<file path="src/rtl/cmd_arbiter.sv">
// cmd_arbiter: round-robin arbiter granting three requesters access to one
// shared command sender, with a transaction timeout and a post-transaction
// guard interval.
//
// Ports
//   clk            sole clock, rising edge
//   rst            synchronous active-high reset
//   req[2:0]       per-requester level request, held until ack or err
//   cmd0..cmd2     command offered by each requester (CMD_W bits)
//   ready_command  sender status: 1 = idle, 0 = executing
//   command        latched command of the current/last owner
//   start          issue strobe to the sender
//   grant_id       index of the current/last owner
//   busy           transaction or guard interval in progress
//   ack[2:0]       one-cycle completion pulse to the owner
//   err[2:0]       one-cycle timeout pulse to the owner
module cmd_arbiter #(
  parameter int unsigned CMD_W          = 3,
  parameter int unsigned GAP_CYCLES     = 100000000,
  parameter int unsigned TIMEOUT_CYCLES = 50000000
) (
  input  logic             clk,
  input  logic             rst,
  input  logic [2:0]       req,
  input  logic [CMD_W-1:0] cmd0,
  input  logic [CMD_W-1:0] cmd1,
  input  logic [CMD_W-1:0] cmd2,
  input  logic             ready_command,
  output logic [CMD_W-1:0] command,
  output logic             start,
  output logic [1:0]       grant_id,
  output logic             busy,
  output logic [2:0]       ack,
  output logic [2:0]       err
);

  localparam int unsigned CNT_W = 28;

  // Terminal counts; both counters compare against N-1 so that a count of
  // N cycles ends on the Nth cycle.
  localparam logic [CNT_W-1:0] TMO_LAST = CNT_W'(TIMEOUT_CYCLES - 1);
  localparam logic [CNT_W-1:0] GAP_LAST = CNT_W'(GAP_CYCLES - 1);

  localparam logic [1:0] ST_IDLE      = 2'd0;
  localparam logic [1:0] ST_ISSUE     = 2'd1;
  localparam logic [1:0] ST_WAIT_DONE = 2'd2;
  localparam logic [1:0] ST_GAP       = 2'd3;

  logic [1:0]       state_q,      state_d;
  logic [CMD_W-1:0] command_q,    command_d;
  logic             start_q,      start_d;
  logic [1:0]       grant_id_q,   grant_id_d;
  logic             busy_q,       busy_d;
  logic [2:0]       ack_q,        ack_d;
  logic [2:0]       err_q,        err_d;
  logic [1:0]       last_grant_q, last_grant_d;
  logic [CNT_W-1:0] tmo_cnt_q,    tmo_cnt_d;
  logic [CNT_W-1:0] gap_cnt_q,    gap_cnt_d;

  // Round-robin winner selection
  logic [1:0]       ord0, ord1, ord2;
  logic             win_valid;
  logic [1:0]       win_idx;
  logic [CMD_W-1:0] win_cmd;

  // Search order starts one past the last owner and wraps modulo 3.
  always_comb begin
    ord0 = 2'd0;
    ord1 = 2'd1;
    ord2 = 2'd2;
    unique case (last_grant_q)
      2'd0: begin
        ord0 = 2'd1;
        ord1 = 2'd2;
        ord2 = 2'd0;
      end
      2'd1: begin
        ord0 = 2'd2;
        ord1 = 2'd0;
        ord2 = 2'd1;
      end
      default: begin
        ord0 = 2'd0;
        ord1 = 2'd1;
        ord2 = 2'd2;
      end
    endcase
  end

  // Pick the first requester in search order.
  always_comb begin
    win_valid = |req;
    win_idx   = ord2;
    if (req[ord0]) begin
      win_idx = ord0;
    end else if (req[ord1]) begin
      win_idx = ord1;
    end else begin
      win_idx = ord2;
    end
  end

  // Command of the selected requester
  always_comb begin
    win_cmd = cmd2;
    unique case (win_idx)
      2'd0:    win_cmd = cmd0;
      2'd1:    win_cmd = cmd1;
      default: win_cmd = cmd2;
    endcase
  end

  // Next-state and registered-output logic
  always_comb begin
    state_d      = state_q;
    command_d    = command_q;
    start_d      = start_q;
    grant_id_d   = grant_id_q;
    busy_d       = busy_q;
    ack_d        = 3'b000;
    err_d        = 3'b000;
    last_grant_d = last_grant_q;
    tmo_cnt_d    = tmo_cnt_q;
    gap_cnt_d    = gap_cnt_q;

    unique case (state_q)
      ST_IDLE: begin
        // A busy sender blocks any grant.
        if (win_valid && ready_command) begin
          command_d    = win_cmd;
          grant_id_d   = win_idx;
          last_grant_d = win_idx;
          start_d      = 1'b1;
          busy_d       = 1'b1;
          tmo_cnt_d    = '0;
          state_d      = ST_ISSUE;
        end
      end

      ST_ISSUE: begin
        // Timeout is checked first: the sender only accepting the command
        // is not a completion.
        if (tmo_cnt_q == TMO_LAST) begin
          err_d     = 3'b001 << grant_id_q;
          start_d   = 1'b0;
          gap_cnt_d = '0;
          state_d   = ST_GAP;
        end else if (!ready_command) begin
          start_d   = 1'b0;
          tmo_cnt_d = tmo_cnt_q + CNT_W'(1);
          state_d   = ST_WAIT_DONE;
        end else begin
          tmo_cnt_d = tmo_cnt_q + CNT_W'(1);
        end
      end

      ST_WAIT_DONE: begin
        // Completion has priority over a coincident timeout.
        if (ready_command) begin
          ack_d     = 3'b001 << grant_id_q;
          gap_cnt_d = '0;
          state_d   = ST_GAP;
        end else if (tmo_cnt_q == TMO_LAST) begin
          err_d     = 3'b001 << grant_id_q;
          gap_cnt_d = '0;
          state_d   = ST_GAP;
        end else begin
          tmo_cnt_d = tmo_cnt_q + CNT_W'(1);
        end
      end

      default: begin
        // Guard interval: stays exactly GAP_CYCLES cycles.
        if (gap_cnt_q == GAP_LAST) begin
          busy_d  = 1'b0;
          state_d = ST_IDLE;
        end else begin
          gap_cnt_d = gap_cnt_q + CNT_W'(1);
        end
      end
    endcase
  end

  // State and output registers
  always_ff @(posedge clk) begin
    if (rst) begin
      state_q      <= ST_IDLE;
      command_q    <= '0;
      start_q      <= 1'b0;
      grant_id_q   <= 2'd0;
      busy_q       <= 1'b0;
      ack_q        <= 3'b000;
      err_q        <= 3'b000;
      last_grant_q <= 2'd2;
      tmo_cnt_q    <= '0;
      gap_cnt_q    <= '0;
    end else begin
      state_q      <= state_d;
      command_q    <= command_d;
      start_q      <= start_d;
      grant_id_q   <= grant_id_d;
      busy_q       <= busy_d;
      ack_q        <= ack_d;
      err_q        <= err_d;
      last_grant_q <= last_grant_d;
      tmo_cnt_q    <= tmo_cnt_d;
      gap_cnt_q    <= gap_cnt_d;
    end
  end

  assign command  = command_q;
  assign start    = start_q;
  assign grant_id = grant_id_q;
  assign busy     = busy_q;
  assign ack      = ack_q;
  assign err      = err_q;

endmodule

</file>
<file path="config.mk">
export PLATFORM = sky130hd
export DESIGN_NAME = cmd_arbiter
export DESIGN_NICKNAME = d
export VERILOG_FILES = /design/src/rtl/cmd_arbiter.sv
export SDC_FILE = /design/constraint.sdc
export NUM_CORES = 1
export LEC_CHECK = 0
export ABC_AREA = 1
export ABC_CLOCK_PERIOD_IN_PS = 5790
export BUFFER_PORTS_ARGS = -buffer_cell sky130_fd_sc_hd__buf_2
export CAP_MARGIN = 20
export CORE_MARGIN = 8
export CORE_UTILIZATION = 40
export CTS_CLUSTER_SIZE = 8
export DETAILED_ROUTE_END_ITERATION = 10
export SYNTH_ARGS = -nofsm -noshare
export SYNTH_HDL_FRONTEND = slang
export SYNTH_SLANG_ARGS = --single-unit
</file>
<file path="constraint.sdc">
create_clock -name clk -period 5.79 [get_ports clk]
set_clock_uncertainty 0.05 [all_clocks]
set_input_delay 0.579 -clock clk [delete_from_list [all_inputs] [get_ports clk]]
set_output_delay 0.579 -clock clk [all_outputs]
set_load 0.05 [all_outputs]
</file>
==> results of run 1 <==
## how the worst max path moves through the flow
stage	start	endpoint	slack (ns)	cells after the start
after floorplan	state_q[0]	gap_cnt_q[3]	3.90	9
after global placement	state_q[1]	tmo_cnt_q[14]	2.45	9
after detailed placement	state_q[1]	tmo_cnt_q[14]	2.28	9
after CTS	state_q[1]	tmo_cnt_q[14]	2.27	9
after global routing	state_q[1]	tmo_cnt_q[14]	1.82	10
final	state_q[1]	tmo_cnt_q[14]	2.23	9
## critical path, stage by stage, from the launching register on
cell and delay, ns:
dfxtp_1 0.39, inv_1 0.13, ha_1 0.93, inv_2 0.42, a211oi_2 0.35, nand2_2 0.42
inv_2 0.46, nand2_1 0.13, o21ai_1 0.14, nor2_1 0.05
## registers in the layout, summed over array words and instances (netlist names)
| signal | count |
|---|---|
| ack | 3 |
| busy | 1 |
| command | 3 |
| err | 3 |
| gap_cnt_q | 28 |
| grant_id | 2 |
| last_grant_q | 1 |
| start | 1 |
| state_q | 2 |
| tmo_cnt_q | 28 |
## stage by stage
stage | util | setup slack [ns]
floorplan | - | 3.902
global placement | 0.4309 | 2.453
detailed placement | 0.4309 | 2.279
CTS | 0.4513 | 2.267
global route | 0.4513 | 1.825
finish | 0.4513 | 2.226
## area by class of cell
type                            count  area share
Clock buffer                       11     0.02890
Timing Repair Buffer               27     0.02762
Sequential cell                    72      0.2946
Clock inverter                      5     0.01637
Inverter                           96     0.07366
Multi-Input combinational cell    546      0.5230
Tap cell                          140     0.03581
## cells by family (layout without fill, tap and decap cells)
| family | after synthesis | count (layout) |
|---|---|---|
| and+or+nand+nor | 442 | 442 |
| adders and majority gates | 6 | 6 |
| DFF | 72 | 72 |
| AOI/OAI and AO/OA | 90 | 90 |
| buffers and inverters | 112 | 139 |
| xor gates and xnor gates | 8 | 8 |
## cell usage after synthesis
| cell type | count | area (µm²) |
|---|---|---|
| buf_4 | 5 | 37.54 |
| nor2_8 | 1 | 20.02 |
| nor4_1 | 3 | 18.77 |
| buf_6 | 1 | 11.26 |
| a21oi_1 | 40 | 200.2 |
| nand2_4 | 1 | 11.26 |
| nand3_2 | 5 | 50.05 |
| a22oi_1 | 1 | 7.510 |
| nor2_4 | 3 | 33.78 |
| o21ai_2 | 1 | 8.760 |
| buf_1 | 1 | 3.750 |
| a211oi_2 | 1 | 12.51 |
| nand3b_1 | 1 | 7.510 |
| inv_2 | 5 | 18.77 |
| nand2_2 | 3 | 18.77 |
| clkinv_1 | 2 | 7.510 |
| nand3_1 | 63 | 315.3 |
| xnor2_1 | 2 | 17.52 |
| clkbuf_1 | 8 | 30.03 |
| inv_1 | 89 | 334.1 |
| nand2_1 | 192 | 720.7 |
| ha_1 | 6 | 75.07 |
| o21ai_0 | 31 | 155.2 |
| o21bai_1 | 1 | 7.510 |
| nor3_1 | 27 | 135.1 |
| nor3b_1 | 1 | 7.510 |
| o211ai_1 | 1 | 7.510 |
| a31oi_1 | 5 | 31.28 |
| buf_2 | 1 | 5.000 |
| dfxtp_1 | 72 | 1441 |
| o21ai_1 | 5 | 25.02 |
| a2bb2oi_1 | 1 | 8.760 |
| nor2_1 | 122 | 457.9 |
| o31ai_1 | 1 | 7.510 |
| nor3_2 | 1 | 10.01 |
| a311oi_1 | 1 | 8.760 |
| nand4_1 | 14 | 87.58 |
| xor2_1 | 6 | 52.55 |
| a21o_1 | 1 | 7.510 |
| nor2_2 | 5 | 31.28 |
## layer usage
layer | up-vias | GRT usage | wire [µm]
met3 | 22 | 0.03071 | 466
met4 | 0 | 0.06939 | 282
met2 | 112 | 0.2851 | 5727
met1 | 2104 | 0.2206 | 5884
li1 | 2381 | - | -
met5 | - | 0 | 0
## where the power goes
part	internal [mW]	switching, mW
Combinational	0.169	0.628
Sequential	0.528	0.0304
Clock	0.254	0.206
Total	0.951	0.865
==> summary.md, run 1 <==
| Metric | Value |
|---|---|
| Total track usage | `0.1739` |
| CP Launch Type | `register` |
| Part of the cycle the worst path needs | `0.6156` |
| Area added between synthesis and finish | `9.986%` |
| Vias per inst | `between 5 and 6` |
| Max-Cap Viols | `0` |
| Detailed placement HPWL | `roughly 9.2 mm` |
| Die Wd | `approximately 120 µm` |
| Non-filler instance count after layout | `around 900` |
| Root buffer cell | `clkbuf_8` |
| Most common cell after layout, fill and taps aside | `nand2_1` |
| WP data arrival | `around 3.8 ns` |
| Placed Area | `4671 µm²` |
| H-tree depth | `3` |
| Crit-path max FO | `34` |
| Area of the multi-input gates | `between 2000 and 3000 µm²` |
| Postcts setup bufs | `0` |
| I/O Buffers | `27` |
| R2r worst-path depth | `9` |
| Most frequent cells in the layout | `192 x nand2_1, 122 x nor2_1, 89 x inv_1, 72 x dfxtp_1, 63 x nand3_1` |
| Via count | `between 4000 and 5000` |
| Leakage power | `1.866 nW` |
| Resized Gates After CTS | `0` |
| First-pass GRT wire length | `roughly 21 mm` |
| Worst Setup End Kind | `register` |
| Setup slack, reg-to-reg | `2.23 ns` |
| NumNets Final | `773` |
| Drt total wl | `about 12 mm` |
| Drt initial violations | `about 330` |
| Share of layout cells above drive strength 1 | `0.08983` |
| Setup TNS | `0 ns` |
| Die Height | `~120 µm` |
| Worst flop-to-flop path startpoint | `state_q[1]` |
| Synth Area in Compound Gates | `0.1097` |
| Netlist Area Pre-Place | `around 4400 µm²` |
| Core Region | `~11000 µm²` |
| CTS tree | `yes` |
| Post-synthesis sequential area ratio | `0.3241` |
| Worst Hold Class | `register to register` |
| Endpoint, Worst Hold | `gap_cnt_q[6]` |
| Initial core utilization | `0.4103` |
| Pwr/cell area | `about 370 nW/µm²` |
| Rows | `38` |
| Initial antenna violation count | `0` |
| Synth Area in XOR/XNOR | `0.01575` |
| Clk buf depth | `2` |
| Fmax | `roughly 280 MHz` |
| Detailed Routing Iterations Pass 1 | `5` |
| Pwr Total | `~1.8 mW` |
| Post-Synth Simple-Gate Area | `0.4329` |
| DP Cell Count | `roughly 880` |
| Syn Area/Cell | `approximately 6 µm²` |
| Maximum VDD drop | `about 200 µV` |
| Max_slew headroom | `0.3730` |
| Total CTS buffers | `9` |
| Largest family of logic cells by synthesized area | `simple AND/OR/NAND/NOR gates` |
| Hold Violations, Final | `0` |
| Synth unique cells | `40` |
| Fill cell count | `between 1000 and 1500` |
| Vias in the first global route | `roughly 4300` |
| Remaining antenna violation count | `0` |
| Crit path required time | `approximately 6.0 ns` |
| Worst R2R End | `tmo_cnt_q[14]` |
| Cell area after layout | `4892 µm²` |
| Post-route DRC | `0` |
| Hold depth | `2` |
| Setup violators final | `0` |
| RePlAce Congestion | `0.8979` |
| WHS | `0.4143 ns` |
| Hold Buf Count CTS | `0` |
| Hold path startpoint | `gap_cnt_q[6]` |
| Multiplexer area fraction after synthesis | `0` |
| Clk slew on worst S/H paths | `0.08 ns` |
| Latest clock arrival within the worst-skew pair | `between 0.3 and 0.4 ns` |
| Worst setup path class | `register to register` |
| Final Slew Violations | `0` |
| Post-synthesis adder-cell area fraction | `0.01688` |
| # diodes | `0` |
| Pin count of the biggest net entering global routing | `35` |
| # clock sinks | `72` |
| Reg area | `roughly 1400 µm²` |
| YS warnings | `0` |
| Total congestion overflow | `0` |
| Ports | `28` |
| Status | `finished clean` |
| Cells after synthesis | `730` |
| RSZ-0062 raised after global routing | `no` |
| Post-synthesis register bit count | `roughly 70` |
| Final min period | `roughly 3.6 ns` |
| Routed length per instance | `approximately 14 µm` |
| Syn nets | `751` |
| Die area | `14750 µm²` |
| Slew of the pin with the lowest slew margin | `~0.94 ns` |
No activity file was read; power rests on OpenSTA's default activity.
==> run 2, diff against run 1 <==
--- a/config.mk
+++ b/config.mk
@@ -6,7 +6,7 @@
 export NUM_CORES = 1
 export LEC_CHECK = 0
 export ABC_AREA = 1
-export ABC_CLOCK_PERIOD_IN_PS = 5790
+export ABC_CLOCK_PERIOD_IN_PS = 3300
 export BUFFER_PORTS_ARGS = -buffer_cell sky130_fd_sc_hd__buf_2
 export CAP_MARGIN = 20
 export CORE_MARGIN = 8
==> constraint.sdc (replaced) <==
create_clock -name clk -period 3.3 [get_ports clk]
set_clock_uncertainty 0.05 [all_clocks]
set_input_delay 0.33 -clock clk [delete_from_list [all_inputs] [get_ports clk]]
set_output_delay 0.33 -clock clk [all_outputs]
set_load 0.05 [all_outputs]
==> run 2 against run 1 <==
Net effect: wire length fell by 0.36%; setup slack got worse by 1.2 ns; global-route usage fell by 0.12 points; non-clock buffer count rose by 4; design area rose by 0.31%; via count rose by 0.97%; utilization rose by 0.14 points; die area did not move; combinational power rose by 82%.
==> summary.md, run 2 (synthesized netlist as in run 1, its figures left out) <==
| Metric | Value |
|---|---|
| Remaining antenna violation count | `0 (unchanged)` |
| Status | `finished clean (unchanged)` |
| Hold path startpoint | `cmd1[0] (was gap_cnt_q[6])` |
| Sw Share | `0.4845 (was 0.4764)` |
| Crit-path max FO | `20 (was 34)` |
| Setup slack, reg-to-reg | `0.99 ns (was 2.23 ns)` |
| First-pass GRT wire length | `20.54 mm (was 20.81 mm)` |
| Total track usage | `0.1727 (was 0.1739)` |
| Hold Violations, Final | `0 (unchanged)` |
| Pwr/cell area | `645.7 nW/µm² (was 371.1 nW/µm²)` |
| CP Launch Type | `register (unchanged)` |
| Detailed placement HPWL | `9.234 mm (was 9.222 mm)` |
| Post-route DRC | `0 (unchanged)` |
| Final min period | `2.314 ns (was 3.564 ns)` |
| Setup violators final | `0 (unchanged)` |
| Gate power share | `0.457 (was 0.439)` |
| Placed Area | `4701 µm² (was 4671 µm²)` |
| H-tree depth | `3 (unchanged)` |
| Routed length per instance | `13.67 µm (was 13.78 µm)` |
| Total CTS buffers | `9 (unchanged)` |
| RePlAce Congestion | `0.8782 (was 0.8979)` |
| Latest clock arrival within the worst-skew pair | `0.37 ns (was 0.36 ns)` |
| Delay of the slowest critical-path stage | `0.39 ns (was 0.93 ns)` |
| Initial antenna violation count | `0 (unchanged)` |
| Area added between synthesis and finish | `10.32% (was 9.986%)` |
| Final Slew Violations | `0 (unchanged)` |
| Detailed Routing Iterations Pass 1 | `5 (unchanged)` |
| Core Region | `10840 µm² (unchanged)` |
| # diodes | `0 (unchanged)` |
| Most common cell after layout, fill and taps aside | `nand2_1 (unchanged)` |
| Vias per inst | `5.176 (was 5.149)` |
| Crit-path slowest cell | `dfxtp_1 (was ha_1)` |
| Die Wd | `121.5 µm (unchanged)` |
| Worst flop-to-flop path startpoint | `state_q[0] (was state_q[1])` |
| Clk buf depth | `2 (unchanged)` |
| Crit path required time | `3.52 ns (was 6.01 ns)` |
| Delay-heaviest family, CP | `buffers and inverters (unchanged)` |
| Worst Hold Class | `input pin to register (was register to register)` |
| Area of the multi-input gates | `2559 µm² (unchanged)` |
| Max_slew headroom | `0.5275 (was 0.3730)` |
| Rows | `38 (unchanged)` |
| Cell area after layout | `4907 µm² (was 4892 µm²)` |
| Sw Pwr | `1.535 mW (was 0.8649 mW)` |
| # clock sinks | `72 (unchanged)` |
| Slew of the pin with the lowest slew margin | `0.7079 ns (was 0.9405 ns)` |
| Hold Buf Count CTS | `0 (unchanged)` |
| Drt initial violations | `334 (was 329)` |
| Die area | `14750 µm² (unchanged)` |
| Part of the cycle the worst path needs | `0.7013 (was 0.6156)` |
| Via count | `4664 (was 4619)` |
| Clock power frac | `0.233 (was 0.254)` |
| I/O Buffers | `27 (unchanged)` |
| Root buffer cell | `clkbuf_8 (unchanged)` |
| NumNets Final | `777 (was 773)` |
| Share of total power in sequential cells | `0.310 (was 0.308)` |
| Max-Cap Viols | `0 (unchanged)` |
| Int Power | `1.633 mW (was 0.9506 mW)` |
| Setup TNS | `0 ns (unchanged)` |
| Die Height | `121.5 µm (unchanged)` |
| WP data arrival | `2.53 ns (was 3.78 ns)` |
| Postcts setup bufs | `0 (unchanged)` |
| CTS tree | `yes (unchanged)` |
| Fmax | `432.1 MHz (was 280.6 MHz)` |
| CP bufs+invs | `3 (unchanged)` |
| Leakage power | `1.882 nW (was 1.866 nW)` |
| Worst setup path class | `register to register (unchanged)` |
| Top Registers | `gap_cnt_q: 28 flops, tmo_cnt_q: 28 flops (unchanged)` |
| Drt total wl | `12.32 mm (was 12.36 mm)` |
| Ports | `28 (unchanged)` |
| Fill cell count | `1166 (was 1183)` |
| Pin count of the biggest net entering global routing | `30 (was 35)` |
| Most frequent cells in the layout | `192 x nand2_1, 122 x nor2_1, 89 x inv_1, 72 x dfxtp_1, 63 x nand3_1 (unchanged)` |
| Maximum VDD drop | `334.3 µV (was 195.1 µV)` |
| Vias in the first global route | `4293 (was 4284)` |
| Most used cell, CP | `inv_1 (was inv_2)` |
| CP cell instances | `inv_1 > ha_1 > inv_1 > a21oi_1 > a211oi_2 > nand2_2 > inv_2 > nand2_1 > o21ai_1 > nor2_1 (was inv_1 > ha_1 > inv_2 > a211oi_2 > nand2_2 > inv_2 > nand2_1 > o21ai_1 > nor2_1)` |
| Clk slew on worst S/H paths | `0.08 ns (about the same)` |
| RSZ-0062 raised after global routing | `no (unchanged)` |
| Resized Gates After CTS | `0 (unchanged)` |
| Reg area | `1441 µm² (unchanged)` |
| Worst setup path start | `state_q[0] (was state_q[1])` |
| Initial core utilization | `0.4103 (unchanged)` |
| Share of layout cells above drive strength 1 | `0.09593 (was 0.08983)` |
| Final Util | `0.4527 (was 0.4513)` |
| Worst Setup End Kind | `register (unchanged)` |
| Total congestion overflow | `0 (unchanged)` |
==> run 2: worst paths after layout <==
check,endpoint,cells after the start
hold / removal,command[0],3
setup reg to reg,tmo_cnt_q[14],10
hold reg to reg,gap_cnt_q[6],2
setup / recovery,tmo_cnt_q[14],10
==> run 2: power by group through the flow <==
stage	Combinational [mW]	Clock, mW	Sequential [mW]
3_3_place_gp	1.43	0	1.00
6_report	1.45	0.740	0.982
5_1_grt	1.60	0.800	0.990
3_5_place_dp	1.45	0	1.00
4_1_cts	1.45	0.766	0.981
2_1_floorplan	1.05	0	1.07
==> run 2: layer usage <==
metal | vias up | global-route usage | share of wire
met5 | - | 0 | 0
met4 | 0 | 0.06939 | 0.017
met3 | 16 | 0.03443 | 0.047
met2 | 112 | 0.2769 | 0.46
met1 | 2141 | 0.2218 | 0.48
li1 | 2395 | - | -
==> run 2: cell type report <==
cell class,count,share of cell area
multi-input combinational,546,0.5214
sequential,72,0.2937
timing repair buffer,31,0.03366
inverter,96,0.07343
tap,140,0.03570
clock buffer,10,0.02805
clock inverter,6,0.01402
==> run 2: stage by stage <==
step	cells	setup WS (ns)	power (mW)	hold WS [ns]
detailed placement	885	1.027	2.446	0.4081
finish	901	0.9857	3.168	0.1691
CTS	901	0.9898	3.196	0.1504
global route	901	0.7379	3.390	0.1693
floorplan	730	1.412	2.112	0.3841
global placement	885	1.047	2.434	0.4002
==> run 2: worst register-to-register path, cell delays in order, from the launching register on <==
cell      delay, ns
dfxtp_1        0.39
inv_1          0.11
ha_1           0.24
inv_1          0.12
a21oi_1        0.10
a211oi_2       0.23
nand2_2        0.27
inv_2          0.38
nand2_1        0.12
o21ai_1        0.14
nor2_1         0.05
